===== config.mk =====
export PLATFORM = sky130hd
export DESIGN_NAME = biriscv_fetch_queue_flat
export DESIGN_NICKNAME = d
export VERILOG_FILES = /design/src/rtl/biriscv_fetch_queue_if.sv /design/src/rtl/biriscv_fetch_queue.sv /design/src/flat_wrapper.sv
export SDC_FILE = /design/constraint.sdc
export NUM_CORES = 1
export LEC_CHECK = 0
export CAP_MARGIN = 20
export CELL_PAD_IN_SITES_DETAIL_PLACEMENT = 1
export CELL_PAD_IN_SITES_GLOBAL_PLACEMENT = 1
export CORE_ASPECT_RATIO = 1.1
export CORE_UTILIZATION = 50
export CTS_CLUSTER_DIAMETER = 50
export CTS_CLUSTER_SIZE = 24
export DETAILED_ROUTE_END_ITERATION = 10
export MAX_ROUTING_LAYER = met4
export PLACE_DENSITY_LB_ADDON = 0.1
export SLEW_MARGIN = 25
export SYNTH_ARGS = -nofsm -noshare
export SYNTH_HDL_FRONTEND = slang
export SYNTH_SLANG_ARGS = --single-unit
export TNS_END_PERCENT = 10

===== constraint.sdc =====
create_clock -name clk_i -period 5.8 [get_ports clk_i]
set_input_delay 1.45 -clock clk_i [delete_from_list [all_inputs] [get_ports clk_i]]
set_output_delay 1.45 -clock clk_i [all_outputs]
set_load 0.01 [all_outputs]

===== src/rtl/biriscv_fetch_queue_if.sv =====
// Fetch queue bus: the fetch-packet input side and the issue-lane output side.
// slave  = the queue itself, master = whoever drives packets in and consumes lanes.
interface biriscv_fetch_queue_if #(
    parameter int FETCH_WORDS = 2,
    parameter int ISSUE_WIDTH = 2
);
    logic                        in_valid_i;
    logic [32*FETCH_WORDS-1:0]   in_instr_i;
    logic [31:0]                 in_pc_i;
    logic [FETCH_WORDS-1:0]      in_pred_branch_i;
    logic                        in_fault_fetch_i;
    logic                        in_fault_page_i;
    logic                        in_accept_o;

    logic [ISSUE_WIDTH-1:0]      out_valid_o;
    logic [32*ISSUE_WIDTH-1:0]   out_instr_o;
    logic [32*ISSUE_WIDTH-1:0]   out_pc_o;
    logic [ISSUE_WIDTH-1:0]      out_fault_fetch_o;
    logic [ISSUE_WIDTH-1:0]      out_fault_page_o;
    logic [ISSUE_WIDTH-1:0]      out_pred_branch_o;
    logic [ISSUE_WIDTH-1:0]      out_accept_i;

    modport slave (
        input  in_valid_i, in_instr_i, in_pc_i, in_pred_branch_i,
               in_fault_fetch_i, in_fault_page_i, out_accept_i,
        output in_accept_o, out_valid_o, out_instr_o, out_pc_o,
               out_fault_fetch_o, out_fault_page_o, out_pred_branch_o
    );

    modport master (
        output in_valid_i, in_instr_i, in_pc_i, in_pred_branch_i,
               in_fault_fetch_i, in_fault_page_i, out_accept_i,
        input  in_accept_o, out_valid_o, out_instr_o, out_pc_o,
               out_fault_fetch_o, out_fault_page_o, out_pred_branch_o
    );
endinterface


===== src/rtl/biriscv_fetch_queue.sv =====
// Fetch queue: trims fetch packets to the useful word range (fetch PC up to the
// first predicted-taken word), stores them in a circular buffer and presents
// the oldest entries on ISSUE_WIDTH in-order lanes.
// Optional statistics (high-water mark, stalled-input cycles) are built when
// the macro BIRISCV_FETCHQ_STATS_EN is defined.
module biriscv_fetch_queue #(
    parameter int FETCH_WORDS = 2,
    parameter int ISSUE_WIDTH = 2,
    parameter int DEPTH       = 8,
    parameter int DEPTH_W     = 3
) (
    input  logic                 clk_i,
    input  logic                 rst_ni,
    input  logic                 flush_i,
    biriscv_fetch_queue_if.slave fq,
    output logic [DEPTH_W:0]     count_o
`ifdef BIRISCV_FETCHQ_STATS_EN
    ,
    output logic [DEPTH_W:0]     hwm_o,
    output logic [31:0]          full_cycles_o
`endif
);
    localparam int FW_W  = $clog2(FETCH_WORDS);
    localparam int CNT_W = DEPTH_W + 1;

    logic [DEPTH_W-1:0] wr_ptr_q;
    logic [DEPTH_W-1:0] rd_ptr_q;
    logic [CNT_W-1:0]   count_q;

    // Storage is never reset: out_valid_o masks anything stale.
    logic [31:0] mem_instr [DEPTH];
    logic [31:0] mem_pc    [DEPTH];
    logic        mem_pred  [DEPTH];
    logic        mem_ff    [DEPTH];
    logic        mem_fp    [DEPTH];

    logic [FW_W-1:0]    first_idx;
    logic [FW_W-1:0]    last_idx;
    logic               pred_hit;
    logic               packet_fault;
    logic               push_en;
    logic [CNT_W-1:0]   push_amt;
    logic [CNT_W-1:0]   pop_cnt;
    logic               pop_run;
    logic               wr_en  [FETCH_WORDS];
    logic [DEPTH_W-1:0] wr_idx [FETCH_WORDS];

    logic unused_pc_bits;
    assign unused_pc_bits = ^fq.in_pc_i[1:0];

    assign packet_fault = fq.in_fault_fetch_i | fq.in_fault_page_i;
    assign first_idx    = fq.in_pc_i[FW_W+1:2];

    // Useful word range: fetch PC word up to the first predicted-taken word;
    // a faulting packet only carries its first word.
    always_comb begin
        last_idx = FW_W'(FETCH_WORDS - 1);
        pred_hit = 1'b0;
        for (int j = 0; j < FETCH_WORDS; j++) begin
            if (!pred_hit && (j >= int'(first_idx)) && fq.in_pred_branch_i[j]) begin
                last_idx = FW_W'(j);
                pred_hit = 1'b1;
            end
        end
        if (packet_fault)
            last_idx = first_idx;
    end

    // Room for a whole packet is judged on the registered count only, so a pop
    // in the same cycle never opens the input early.
    assign fq.in_accept_o = rst_ni & ~flush_i &
                            ((CNT_W'(DEPTH) - count_q) >= CNT_W'(FETCH_WORDS));
    assign push_en  = fq.in_valid_i & fq.in_accept_o;
    assign push_amt = push_en ? (CNT_W'(last_idx) - CNT_W'(first_idx) + CNT_W'(1))
                              : '0;

    // Per-word write enables and slot addresses, packed from the write pointer.
    always_comb begin
        for (int j = 0; j < FETCH_WORDS; j++) begin
            wr_en[j]  = push_en && (j >= int'(first_idx)) && (j <= int'(last_idx));
            wr_idx[j] = wr_ptr_q + DEPTH_W'(j) - DEPTH_W'(first_idx);
        end
    end

    // Pops are the run of leading lanes that are both valid and accepted.
    always_comb begin
        pop_cnt = '0;
        pop_run = 1'b1;
        for (int k = 0; k < ISSUE_WIDTH; k++) begin
            if (pop_run && fq.out_valid_o[k] && fq.out_accept_i[k])
                pop_cnt = pop_cnt + CNT_W'(1);
            else
                pop_run = 1'b0;
        end
    end

    // Lane k presents the k-th oldest entry.
    always_comb begin
        fq.out_valid_o       = '0;
        fq.out_instr_o       = '0;
        fq.out_pc_o          = '0;
        fq.out_fault_fetch_o = '0;
        fq.out_fault_page_o  = '0;
        fq.out_pred_branch_o = '0;
        for (int k = 0; k < ISSUE_WIDTH; k++) begin
            fq.out_valid_o[k]         = ~flush_i && (count_q > CNT_W'(k));
            fq.out_instr_o[k*32 +: 32] = mem_instr[rd_ptr_q + DEPTH_W'(k)];
            fq.out_pc_o[k*32 +: 32]    = mem_pc[rd_ptr_q + DEPTH_W'(k)];
            fq.out_fault_fetch_o[k]   = mem_ff[rd_ptr_q + DEPTH_W'(k)];
            fq.out_fault_page_o[k]    = mem_fp[rd_ptr_q + DEPTH_W'(k)];
            fq.out_pred_branch_o[k]   = mem_pred[rd_ptr_q + DEPTH_W'(k)];
        end
    end

    // Write the useful words of an accepted packet into consecutive slots.
    always_ff @(posedge clk_i) begin
        for (int j = 0; j < FETCH_WORDS; j++) begin
            if (wr_en[j]) begin
                mem_instr[wr_idx[j]] <= fq.in_instr_i[j*32 +: 32];
                mem_pc[wr_idx[j]]    <= {fq.in_pc_i[31:FW_W+2], FW_W'(j), 2'b00};
                mem_pred[wr_idx[j]]  <= fq.in_pred_branch_i[j];
                mem_ff[wr_idx[j]]    <= fq.in_fault_fetch_i;
                mem_fp[wr_idx[j]]    <= fq.in_fault_page_i;
            end
        end
    end

    // Pointers and occupancy; flush wins over any push or pop that cycle.
    always_ff @(posedge clk_i or negedge rst_ni) begin
        if (!rst_ni) begin
            wr_ptr_q <= '0;
            rd_ptr_q <= '0;
            count_q  <= '0;
        end else if (flush_i) begin
            wr_ptr_q <= '0;
            rd_ptr_q <= '0;
            count_q  <= '0;
        end else begin
            wr_ptr_q <= wr_ptr_q + DEPTH_W'(push_amt);
            rd_ptr_q <= rd_ptr_q + DEPTH_W'(pop_cnt);
            count_q  <= count_q + push_amt - pop_cnt;
        end
    end

    assign count_o = count_q;

`ifdef BIRISCV_FETCHQ_STATS_EN
    logic [CNT_W-1:0] hwm_q;
    logic [31:0]      full_cycles_q;

    // High-water mark and saturating stalled-input counter; only reset clears them.
    always_ff @(posedge clk_i or negedge rst_ni) begin
        if (!rst_ni) begin
            hwm_q         <= '0;
            full_cycles_q <= '0;
        end else begin
            if (count_q > hwm_q)
                hwm_q <= count_q;
            if (fq.in_valid_i && !fq.in_accept_o && (full_cycles_q != '1))
                full_cycles_q <= full_cycles_q + 32'd1;
        end
    end

    assign hwm_o         = hwm_q;
    assign full_cycles_o = full_cycles_q;
`endif

endmodule


===== src/flat_wrapper.sv =====
// flat-port wrapper written by rule: the top's interface ports become plain ports
module biriscv_fetch_queue_flat 
#(
    parameter int FETCH_WORDS = 2,
    parameter int ISSUE_WIDTH = 2,
    parameter int DEPTH       = 8,
    parameter int DEPTH_W     = 3
)
  (clk_i, rst_ni, flush_i, count_o, fq_in_valid_i, fq_in_instr_i, fq_in_pc_i, fq_in_pred_branch_i, fq_in_fault_fetch_i, fq_in_fault_page_i, fq_out_accept_i, fq_in_accept_o, fq_out_valid_o, fq_out_instr_o, fq_out_pc_o, fq_out_fault_fetch_o, fq_out_fault_page_o, fq_out_pred_branch_o);
  biriscv_fetch_queue_if #(.FETCH_WORDS(FETCH_WORDS), .ISSUE_WIDTH(ISSUE_WIDTH)) fq_i ();
  input  logic clk_i;
  input  logic rst_ni;
  input  logic flush_i;
  output logic [DEPTH_W:0] count_o;
  input wire logic [$bits(fq_i.in_valid_i)-1:0] fq_in_valid_i;
  input wire logic [$bits(fq_i.in_instr_i)-1:0] fq_in_instr_i;
  input wire logic [$bits(fq_i.in_pc_i)-1:0] fq_in_pc_i;
  input wire logic [$bits(fq_i.in_pred_branch_i)-1:0] fq_in_pred_branch_i;
  input wire logic [$bits(fq_i.in_fault_fetch_i)-1:0] fq_in_fault_fetch_i;
  input wire logic [$bits(fq_i.in_fault_page_i)-1:0] fq_in_fault_page_i;
  input wire logic [$bits(fq_i.out_accept_i)-1:0] fq_out_accept_i;
  output wire logic [$bits(fq_i.in_accept_o)-1:0] fq_in_accept_o;
  output wire logic [$bits(fq_i.out_valid_o)-1:0] fq_out_valid_o;
  output wire logic [$bits(fq_i.out_instr_o)-1:0] fq_out_instr_o;
  output wire logic [$bits(fq_i.out_pc_o)-1:0] fq_out_pc_o;
  output wire logic [$bits(fq_i.out_fault_fetch_o)-1:0] fq_out_fault_fetch_o;
  output wire logic [$bits(fq_i.out_fault_page_o)-1:0] fq_out_fault_page_o;
  output wire logic [$bits(fq_i.out_pred_branch_o)-1:0] fq_out_pred_branch_o;
  assign fq_i.in_valid_i = fq_in_valid_i;
  assign fq_i.in_instr_i = fq_in_instr_i;
  assign fq_i.in_pc_i = fq_in_pc_i;
  assign fq_i.in_pred_branch_i = fq_in_pred_branch_i;
  assign fq_i.in_fault_fetch_i = fq_in_fault_fetch_i;
  assign fq_i.in_fault_page_i = fq_in_fault_page_i;
  assign fq_i.out_accept_i = fq_out_accept_i;
  assign fq_in_accept_o = fq_i.in_accept_o;
  assign fq_out_valid_o = fq_i.out_valid_o;
  assign fq_out_instr_o = fq_i.out_instr_o;
  assign fq_out_pc_o = fq_i.out_pc_o;
  assign fq_out_fault_fetch_o = fq_i.out_fault_fetch_o;
  assign fq_out_fault_page_o = fq_i.out_fault_page_o;
  assign fq_out_pred_branch_o = fq_i.out_pred_branch_o;
  biriscv_fetch_queue #(.FETCH_WORDS(FETCH_WORDS), .ISSUE_WIDTH(ISSUE_WIDTH), .DEPTH(DEPTH), .DEPTH_W(DEPTH_W)) u_core (.clk_i(clk_i), .rst_ni(rst_ni), .flush_i(flush_i), .fq(fq_i), .count_o(count_o));
endmodule

==> flow_summary.toml <==
[route]
viasPerCell = 6.32
drt_iter0_markers = 1252
wl_microns = 81300
dr.pass1.iters = 5
wl_per_cell_microns = 29.8
vias = 17300
drc = 0
final_antenna_net_count = 0

[sta]
fin_skew_ns = 0.0162
fin_crit_ns = 5.14
hold_viol = 0
setup_viol = 0
fmax_mhz = 194
slew_headroom_pct = 29.7
tightest_slew_ns = 1.05
rsz0062_at_grt = "no"
final_max_slew_viol_count = 0
finalCritPeriodShare_pct = 88.7

[clock_tree]
holdBufCountCts = 0
htreeDepth = 2
postCtsSetupRepairBufs = 0
clock_sinks = 530
clk_latency_ns = 0.61
cts_resized = 0
clk_root_buffer_cell = "clkbuf_16"
cts_tree = "done"
cts_made_buffers = 52
clk_path_buf_depth = 3
clkTransAtPathRegs_ns = 0.07

[floorplan]
fp.dieH_microns = 254
die_w_microns = 231
core_area_sq_um = 57200
rows = 92
io_pins = 247
dieArea_sq_um = 58700
start_util_pct = 50.5

[global_route]
grt.overflow.total = 0
antenna_found_initial = 5
grt_pass1_vias = 19000
grt_max_degree = 144
grt.total_usage_pct = 29.0
grt_pass1_wl_microns = 121000

[yosys]
synth_ff_type = "edfxtp_1"
ys_warn_count = 0
ys_types = 44
syn_inst = 1712
synthArstFlopShare_pct = 1.89
synth-seq-area-share_pct = 54.7
syn_area_sq_um = 28900
avgSynthCellArea_sq_um = 16.9
synth-seq-cells = 530
synth_edf_count = 512

[pwr]
cellLeakagePower_nw = 11.2
power_mw = 11.7
power-per-cell-area_nw_per_um2 = 344
peakVddDrop_uv = 226

[placed_design]
place_inst = 2626
place.gp.congestion = 0.811
dpl.hpwl_microns = 48000
place_area_sq_um = 32300
portBuffers = 240

[setup_path]
cp_slowest_cell = "buf_4"
startpoint_type = "flip-flop"
endpoint_kind = "output port"
cp_common_cell = "buf_4"
critPathRequiredTime_ns = 4.35
worstPathArrival_ns = 3.69
slowest_delay_ns = 0.70
path_class = "reg -> out"
worstPathMaxFanout = 42
path_cells = "buf_4 -> buf_4 -> mux4_2 -> mux2_2 -> clkdlybuf4s50_1"
worst-path-buf-inv = 3
crit_family = "buffers and inverters"

[run]
max_cap_violations = 0

[cells_and_area]
layout_common_cells = "512 x edfxtp_1, 379 x mux2_2, 260 x mux4_2"
fillers = 5083
layoutNonFillerInstCount = 2730
fin_util_pct = 59.6
synthToLayoutAreaGrowth_pct = 18.2
drive_gt1_share_pct = 41.0
layout_commonest_cell = "edfxtp_1"
fin_area_sq_um = 34100
nets = 2059

[status]
status = "finished clean"

[hold_path]
hold_path.class = "reg -> reg"
layout make-up:
class | count | area, sq um | share of cell area, %
Sequential cell | 530 | 15800 | 46.3
Multi-Input combinational cell | 1039 | 12500 | 36.7
Timing Repair Buffer | 293 | 3050 | 8.95
Clock buffer | 61 | 1360 | 3.98
Tap cell | 752 | 941 | 2.76
Clock inverter | 37 | 378 | 1.11
Inverter | 13 | 48.8 | 0.143
Antenna cell | 5 | 12.5 | 0.0367
stage by stage:
step	worst slack, ns	setup TNS, ns	hold slack, ns
detailed placement	0.858	0	0.496
floorplan	-0.279	-69.09	0.470
finish	0.655	0	0.513
CTS	0.613	0	0.512
global route	0.574	0	0.511
global placement	0.791	0	0.486
cells in the mapped netlist (2+ instances only):
cell	count	share of area [%]
edfxtp_1	512	53
mux2_2	379	15
mux4_2	260	20
nor2_1	243	3.2
clkbuf_1	53	0.69
nand2_1	37	0.48
buf_1	31	0.40
buf_2	29	0.50
ha_1	20	0.87
buf_6	16	0.62
mux2_1	16	0.62
inv_1	13	0.17
dfrtp_1	10	0.87
dfxtp_1	8	0.55
nor3_4	8	0.45
o22a_1	8	0.24
a2bb2oi_1	7	0.21
nor2b_1	6	0.13
xnor2_1	6	0.18
a21o_1	5	0.13
buf_4	4	0.10
fa_1	4	0.28
o21bai_1	4	0.10
xor2_1	4	0.12
nand2b_1	3	0.065
nor3b_1	3	0.078
a21oi_1	2	0.035
and2_1	2	0.043
nor3_1	2	0.035
o21ai_2	2	0.061
or3_1	2	0.043
routing by layer:
layer / up-vias / part of all wire (%) / global-route usage, %
met2: 532 / 53 / 50.2
met4: 0 / 2.2 / 7.46
met1: 9285 / 39 / 35.7
met5: - / 0 / -
met3: 121 / 5.5 / 4.52
li1: 7328 / - / -
cell families (layout without fill, tap and decap cells):
family,count (synthesis),in the layout,synth area share (%)
other,1,9,0.0130
XOR/XNOR,10,10,0.303
buffers and inverters,146,404,2.49
AND/OR/NAND/NOR,313,313,4.69
AO/OA/AOI/OAI,33,33,0.967
multiplexers,655,655,35.7
adder cells (fa/ha/maj),24,24,1.14
flip-flops,530,530,54.7
registers in the layout, summed over array words and instances (netlist names):
signal and cells:
u_core.count_o 4, u_core.mem_ff 8, u_core.mem_fp 8, u_core.mem_instr 256
u_core.mem_pc 240, u_core.mem_pred 8, u_core.rd_ptr_q 3, u_core.wr_ptr_q 3
worst paths after layout:
check	startpoint	to	slack (ns)	cells past startpoint
max	u_core.rd_ptr_q[1]$_DFF_PN0_	fq_out_instr_o[18]	0.66	5
max reg2reg	u_core.count_o[1]$_DFF_PN0_	u_core.mem_pc[4][25]$_DFFE_PP_	2.28	8
min in group asynchronous	rst_ni	u_core.count_o[3]$_DFF_PN0_	1.21	2
min	u_core.mem_pc[7][0]$_SDFFE_PP1P_	u_core.mem_pc[7][0]$_SDFFE_PP1P_	0.51	1
min reg2reg	u_core.mem_pc[7][0]$_SDFFE_PP1P_	u_core.mem_pc[7][0]$_SDFFE_PP1P_	0.51	1
max in group asynchronous	rst_ni	u_core.rd_ptr_q[1]$_DFF_PN0_	4.41	2
where the power goes:
group	internal [mW]	switching (mW)
combinational	1.88	2.00
clock	1.90	1.59
sequential	4.29	0.0597
Note: power is estimated with default switching activity, not from simulation.
